[src/rtl/gth_link_pkg.sv]
// gth_link_pkg
// Shared types and constants for the GTH TMDS link sequencer.
//   link_state_t  : sequencer states, WAIT through FAILED
//   TMDS_CTRL_xx  : the four TMDS control tokens, suffix is C1C0
//   CNT_W         : width of the shared settle/preamble/recover counter
package gth_link_pkg;

  typedef enum logic [2:0] {
    WAIT,
    SETTLE,
    PREAMBLE,
    STREAM,
    RECOVER,
    FAILED
  } link_state_t;

  localparam logic [9:0] TMDS_CTRL_00 = 10'b1101010100;
  localparam logic [9:0] TMDS_CTRL_01 = 10'b0010101011;
  localparam logic [9:0] TMDS_CTRL_10 = 10'b0101010100;
  localparam logic [9:0] TMDS_CTRL_11 = 10'b1010101011;

  localparam int CNT_W = 16;

endpackage

[src/rtl/gth_sync2.sv]
// gth_sync2
// Two-flop synchroniser for quasi-static status levels crossing into the
// serializer write clock domain. Each bit is synchronised independently.
//   txoutclk_internal : destination clock
//   reset             : synchronous active-high reset, clears both stages
//   d                 : asynchronous input vector
//   q                 : synchronised output vector
module gth_sync2 #(
  parameter int WIDTH = 1
) (
  input  logic             txoutclk_internal,
  input  logic             reset,
  input  logic [WIDTH-1:0] d,
  output logic [WIDTH-1:0] q
);

  logic [WIDTH-1:0] meta;

  always_ff @(posedge txoutclk_internal) begin
    if (reset) begin
      meta <= '0;
      q    <= '0;
    end else begin
      meta <= d;
      q    <= meta;
    end
  end

endmodule

[src/rtl/gth_link_sequencer.sv]
// gth_link_sequencer
// Bring-up and run-time controller for the 3-lane GTH TMDS serializer.
// Waits for transceiver/clock/power status, holds a settle interval, sends
// a control-token preamble, then streams pixel symbols. Loss of readiness
// or FIFO underflow forces a recovery (tokens + datapath reset pulse);
// after MAX_RETRIES recoveries the block latches a fault until reset.
//   txoutclk_internal : 148.5 MHz serializer write clock
//   reset             : synchronous active-high reset
//   tx_done, locked, gtpowergood[2:0], txpmaresetdone[2:0] : async status
//   underflow         : FIFO underflow level from the pixel clock domain
//   pix_r/g/b, pix_valid, pix_ready : pixel symbol handshake
//   r, g, b           : registered symbols to the serializer lanes
//   dp_reset_req      : datapath reset request, high during recovery
//   link_up, fault    : high in STREAM / FAILED respectively
//   retry_count       : recoveries since reset, saturating at 15
module gth_link_sequencer
  import gth_link_pkg::*;
#(
  parameter int unsigned SETTLE_CYCLES      = 1024,
  parameter int unsigned PREAMBLE_CYCLES    = 64,
  parameter int unsigned RESET_PULSE_CYCLES = 16,
  parameter int unsigned MAX_RETRIES        = 3
) (
  input  logic       txoutclk_internal,
  input  logic       reset,
  input  logic       tx_done,
  input  logic       locked,
  input  logic [2:0] gtpowergood,
  input  logic [2:0] txpmaresetdone,
  input  logic       underflow,
  input  logic [9:0] pix_r,
  input  logic [9:0] pix_g,
  input  logic [9:0] pix_b,
  input  logic       pix_valid,
  output logic       pix_ready,
  output logic [9:0] r,
  output logic [9:0] g,
  output logic [9:0] b,
  output logic       dp_reset_req,
  output logic       link_up,
  output logic       fault,
  output logic [3:0] retry_count
);

  // Counter reloads are PARAM-1 so each timed state lasts exactly PARAM cycles.
  localparam logic [CNT_W-1:0] SETTLE_LOAD   = CNT_W'(SETTLE_CYCLES - 1);
  localparam logic [CNT_W-1:0] PREAMBLE_LOAD = CNT_W'(PREAMBLE_CYCLES - 1);
  localparam logic [CNT_W-1:0] RECOVER_LOAD  = CNT_W'(RESET_PULSE_CYCLES - 1);
  localparam logic [3:0]       RETRY_LIMIT   = 4'(MAX_RETRIES);

  logic [7:0]       status_sync;
  logic             underflow_sync;
  logic             all_ready;
  logic             go_recover;
  link_state_t      state;
  logic [CNT_W-1:0] count;

  gth_sync2 #(.WIDTH(8)) u_status_sync (
    .txoutclk_internal (txoutclk_internal),
    .reset             (reset),
    .d                 ({tx_done, locked, gtpowergood, txpmaresetdone}),
    .q                 (status_sync)
  );

  gth_sync2 #(.WIDTH(1)) u_underflow_sync (
    .txoutclk_internal (txoutclk_internal),
    .reset             (reset),
    .d                 (underflow),
    .q                 (underflow_sync)
  );

  assign all_ready = &status_sync;

  // Both recovery causes share one entry so a simultaneous underflow and
  // loss of readiness counts as a single retry.
  always_comb begin
    go_recover = 1'b0;
    if (state == PREAMBLE && !all_ready) begin
      go_recover = 1'b1;
    end
    if (state == STREAM && (!all_ready || underflow_sync)) begin
      go_recover = 1'b1;
    end
  end

  always_ff @(posedge txoutclk_internal) begin
    if (reset) begin
      state        <= WAIT;
      count        <= '0;
      r            <= TMDS_CTRL_00;
      g            <= TMDS_CTRL_00;
      b            <= TMDS_CTRL_00;
      pix_ready    <= 1'b0;
      dp_reset_req <= 1'b0;
      link_up      <= 1'b0;
      fault        <= 1'b0;
      retry_count  <= '0;
    end else begin
      // pix_ready is high exactly while in STREAM, so the pixel accepted in
      // the last STREAM cycle still reaches the lanes on the leaving edge.
      if (pix_ready && pix_valid) begin
        r <= pix_r;
        g <= pix_g;
        b <= pix_b;
      end else begin
        r <= TMDS_CTRL_00;
        g <= TMDS_CTRL_00;
        b <= TMDS_CTRL_00;
      end

      if (go_recover) begin
        state        <= RECOVER;
        count        <= RECOVER_LOAD;
        dp_reset_req <= 1'b1;
        pix_ready    <= 1'b0;
        link_up      <= 1'b0;
        if (retry_count != 4'hF) begin
          retry_count <= retry_count + 4'd1;
        end
      end else begin
        case (state)
          WAIT: begin
            if (all_ready) begin
              state <= SETTLE;
              count <= SETTLE_LOAD;
            end
          end
          SETTLE: begin
            if (!all_ready) begin
              state <= WAIT;
            end else if (count == '0) begin
              state <= PREAMBLE;
              count <= PREAMBLE_LOAD;
            end else begin
              count <= count - CNT_W'(1);
            end
          end
          PREAMBLE: begin
            if (count == '0) begin
              state     <= STREAM;
              pix_ready <= 1'b1;
              link_up   <= 1'b1;
            end else begin
              count <= count - CNT_W'(1);
            end
          end
          STREAM: begin
          end
          RECOVER: begin
            if (count == '0) begin
              dp_reset_req <= 1'b0;
              if (retry_count >= RETRY_LIMIT) begin
                state <= FAILED;
                fault <= 1'b1;
              end else begin
                state <= WAIT;
              end
            end else begin
              count <= count - CNT_W'(1);
            end
          end
          FAILED: begin
          end
          default: begin
            state <= WAIT;
          end
        endcase
      end
    end
  end

endmodule
[config.mk]
export PLATFORM = sky130hd
export DESIGN_NAME = gth_link_sequencer
export DESIGN_NICKNAME = d
export VERILOG_FILES = /design/src/rtl/gth_link_pkg.sv /design/src/rtl/gth_sync2.sv /design/src/rtl/gth_link_sequencer.sv
export SDC_FILE = /design/constraint.sdc
export NUM_CORES = 1
export LEC_CHECK = 0
export BUFFER_PORTS_ARGS = -buffer_cell sky130_fd_sc_hd__buf_2
export CELL_PAD_IN_SITES_DETAIL_PLACEMENT = 0
export CELL_PAD_IN_SITES_GLOBAL_PLACEMENT = 1
export CORE_AREA = 2 2 94 96
export DETAILED_ROUTE_END_ITERATION = 10
export DIE_AREA = 0 0 96 98
export PLACE_DENSITY_LB_ADDON = 0.1
export SLEW_MARGIN = 20
export SYNTH_ARGS = -nofsm -noshare
export SYNTH_HDL_FRONTEND = slang
export SYNTH_SLANG_ARGS = --single-unit
[constraint.sdc]
create_clock -name txoutclk_internal -period 2.2 [get_ports txoutclk_internal]
set_clock_uncertainty 0.15 [all_clocks]
set_input_delay 0.11 -clock txoutclk_internal [delete_from_list [all_inputs] [get_ports txoutclk_internal]]
set_output_delay 0.11 -clock txoutclk_internal [all_outputs]
set_load 0.02 [all_outputs]
==> run_results.csv <==
group,metric,value,unit
outcome,outcome,"finished clean",
die,io_pins,80,
worst_setup_path,path_buf_inv,2,
detailed_routing,drt-total-wl,7010,um
synthesis,synth_mux_area_share,0,%
synthesis,yosysUniqueCellTypes,57,
finish,finalInstanceArea,4220,um2
synthesis,netlist.top_cell.by_area,"dfxtp_1",
power_and_ir_drop,ir_drop,0.443,mV
detailed_routing,ant_nets,0,
power_and_ir_drop,power_leakage,1.77,nW
detailed_routing,detail_route.wl_per_cell,13.0,um
clock_network,cts_buffer_depth,2,
clock_network,cts-buffers-inserted,9,
synthesis,synthArstFlopShare,0,%
worst_setup_path,cpPeakStageDelay,0.46,ns
synthesis,synth_compound_gate_area_share,14.8,%
worst_setup_path,crit_family,"simple AND/OR/NAND/NOR gates",
worst_hold_path,holdPathStages,3,
detailed_routing,viasPerCell,4.78,
die,die_h,98,um
synthesis,netlist_instances,283,
timing,period_share,96.7,%
finish,instances_no_fill,538,
synthesis,ys_ff_latch,74,
place,place_area,3500,um2
timing,worst_slack,0.0734,ns
clock_network,htree_levels,3,
finish,fillers,782,
detailed_routing,num_vias,2571,
die,die_w,96,um
synthesis,synth_area,2840,um2
worst_setup_path,cpMaxStageDelayCell,"or4_1",
detailed_routing,dr.pass1.iters,4,
finish,nNetsFinal,469,
worst_hold_path,hold_class,"input port to register",
synthesis,syn_nets,327,
clock_network,path_clk_slew,0.08,ns
clock_network,root_buffer,"clkbuf_8",
synthesis,ys_seq_area_share,52.1,%
flow_run,maxCapViolCount,0,
timing,worst_pin_slew,0.421,ns
clock_network,clk-insertion-delay-late,0.34,ns
detailed_routing,drc,0,
global_routing,grt.total_usage,16.3,%
synthesis,synth_area_leaders,"dfxtp_1, nor2b_1, or3_1",
place,gp_congestion,0.826,
worst_setup_path,path_cells,"inv_1 -> ha_1 -> nor3b_4 -> a311oi_2 -> nor3_4 -> buf_12 -> or4_1 -> a21oi_1",
timing,hold_violations,0,
synthesis,syn_avg_cell_area,10.0,um2
place,port-buffer-count,79,
die,die_area,9410,um2
synthesis,yosys.area.top_type_share,52.1,%
timing,setup_violations,0,
timing,finalSetupTns,0,ns
worst_setup_path,worst-path-max-fanout,6,
global_routing,grt_start_max_net_pins,47,
timing,slew_viol_final,0,
finish,fin_util,49.9,%
place,place_inst,481,
worst_setup_path,arrival,2.25,ns
power_and_ir_drop,power_density,680,nW/um2
worst_setup_path,r2r_cells,8,
global_routing,grt-ovfl-total,0,
synthesis,synth_xor_xnor_area_share,1.54,%
finish,drive_above_1_share,33.0,%
synthesis,synth-adder-area-share,0.880,%
global_routing,first_global_vias,2566,
finish,diodes,0,
worst_setup_path,crit_required,2.32,ns
synthesis,synth_warnings,0,
global_routing,antenna_found_initial,0,
place,hpwl,4790,um
worst_setup_path,critPathKind,"register to register",
finish,regArea,1480,um2
timing,timing.fmax,470,MHz
worst_setup_path,startpoint_type,"register",
finish,area.growth.synth_to_final,48.5,%
worst_hold_path,min_from,"reset",
worst_setup_path,r2r_end,"count[11]",
die,core_area,8470,um2
die,num_rows,34,
timing,final.min_clock_period,2.13,ns
detailed_routing,drt-initial-drc-count,100,
worst_hold_path,worstHoldEndpoint,"retry_count[0]",
worst_setup_path,endpoint_kind,"register",
finish,multi_input_area,1320,um2
die,initial_core_util,33.6,%
worst_setup_path,reg2reg_setup_slack,0.07,ns
worst_setup_path,rr_startpoint,"count[0]",
synthesis,synthFlopType,"dfxtp_1",
place,dp_slack,0.0451,ns
synthesis,synth_top_family_by_area,"simple AND/OR/NAND/NOR gates",
synthesis,yosys.area_share.simple,27.6,%
clock_network,cts_sinks,74,
clock_network,cts_tree,"built",
global_routing,grt_first_pass_wirelength,12000,um
timing,slew_headroom,71.8,%
synthesis,synth_edf_count,0,
[kinds of logic (layout without fill, tap and decap cells)]
group / after synthesis / count (layout)
flip-flops: 74 / 74
buffers and inverters: 19 / 166
AO/OA/AOI/OAI: 55 / 55
adder cells (fa/ha/maj): 2 / 2
AND/OR/NAND/NOR: 128 / 128
XOR/XNOR: 5 / 5
[routing by layer]
metal / GRT usage [%] / routed length [um]
met1: 19.7 / 3060
met2: 26.1 / 3350
met3: 5.40 / 491
met4: 7.03 / 106
met5: 0 / 0
[power breakdown]
part           internal [mW]  switching, mW  leakage (nW)
Combinational         0.0826         0.0366          1.04
Clock                  0.875          0.518         0.131
Sequential              1.35        0.00308         0.601
[cells in the mapped netlist (4+ instances only)]
cell       n
o21ai_0    6
inv_1      5
nor2_1    19
nand3_1    7
nand2_1   11
clkbuf_1  10
or3_1     18
dfxtp_1   74
nor3_1     8
xor2_1     4
or4_1      4
a211oi_1   8
o41ai_1    4
and2_1    16
o31ai_1    5
a21oi_1    9
nor2b_1   19
[how the worst max path moves through the flow]
stage,depth (start not counted),from,slack [ns],endpoint
floorplan,8,count[0],0.11,count[7]
global placement,7,count[0],0.09,count[7]
detailed placement,8,count[0],0.05,count[11]
CTS,8,count[0],0.02,count[11]
global route,8,count[0],-0.02,count[15]
finish,8,count[0],0.07,count[11]
[cell type report]
| type | count | area share [%] |
|---|---|---|
| clock buffers | 10 | 3.02 |
| clock inverters | 6 | 3.26 |
| inverters | 5 | 0.445 |
| multi-input cells | 190 | 31.1 |
| flip-flops and latches | 74 | 35.1 |
| well taps | 108 | 3.20 |
| repair buffers | 145 | 23.8 |
[through the flow]
stage          hold slack, ns  total power, mW
6_report                0.161             2.87
3_5_place_dp            0.145             1.46
2_1_floorplan          0.0623             1.41
5_1_grt                 0.185             2.99
3_3_place_gp            0.141             1.45
4_1_cts                 0.155             2.91
[worst register-to-register path, stage by stage (launching register included)]
cell and delay (ns):
dfxtp_2 0.33, inv_1 0.05, ha_1 0.20, nor3b_4 0.17, a311oi_2 0.33, nor3_4 0.10
buf_12 0.15, or4_1 0.46, a21oi_1 0.13
[layout by cell type (no fill, tap or decap), types with 6 or more instances in the layout]
cell / Yosys / final
a211oi_1: 8 / 8
nor2_1: 19 / 18
and2_1: 16 / 16
nor2b_1: 19 / 19
clkbuf_8: 0 / 9
buf_4: 2 / 25
a21oi_1: 9 / 9
or3_1: 18 / 18
dfxtp_1: 74 / 73
nand3_1: 7 / 6
dlygate4sd3_1: 0 / 39
nor3_1: 8 / 8
buf_2: 1 / 79
nand2_1: 11 / 11
[registers in the layout (all words and copies together), names as in the netlist]
register               flops
retry_count                4
count                     16
u_status_sync.meta         8
r                         10
u_underflow_sync.meta      1
dp_reset_req               1
g                         10
state                      3
link_up                    1
u_status_sync.q            8
b                         10
fault                      1
u_underflow_sync.q         1
[what timing repair did]
item,in CTS,in global routing
endpoints found under the hold margin,39,0
hold buffers,39,0
setup buffers,0,2
resized for setup,0,11
endpoints found under the setup margin,0,7
Note: power is estimated with default switching activity, not from simulation.
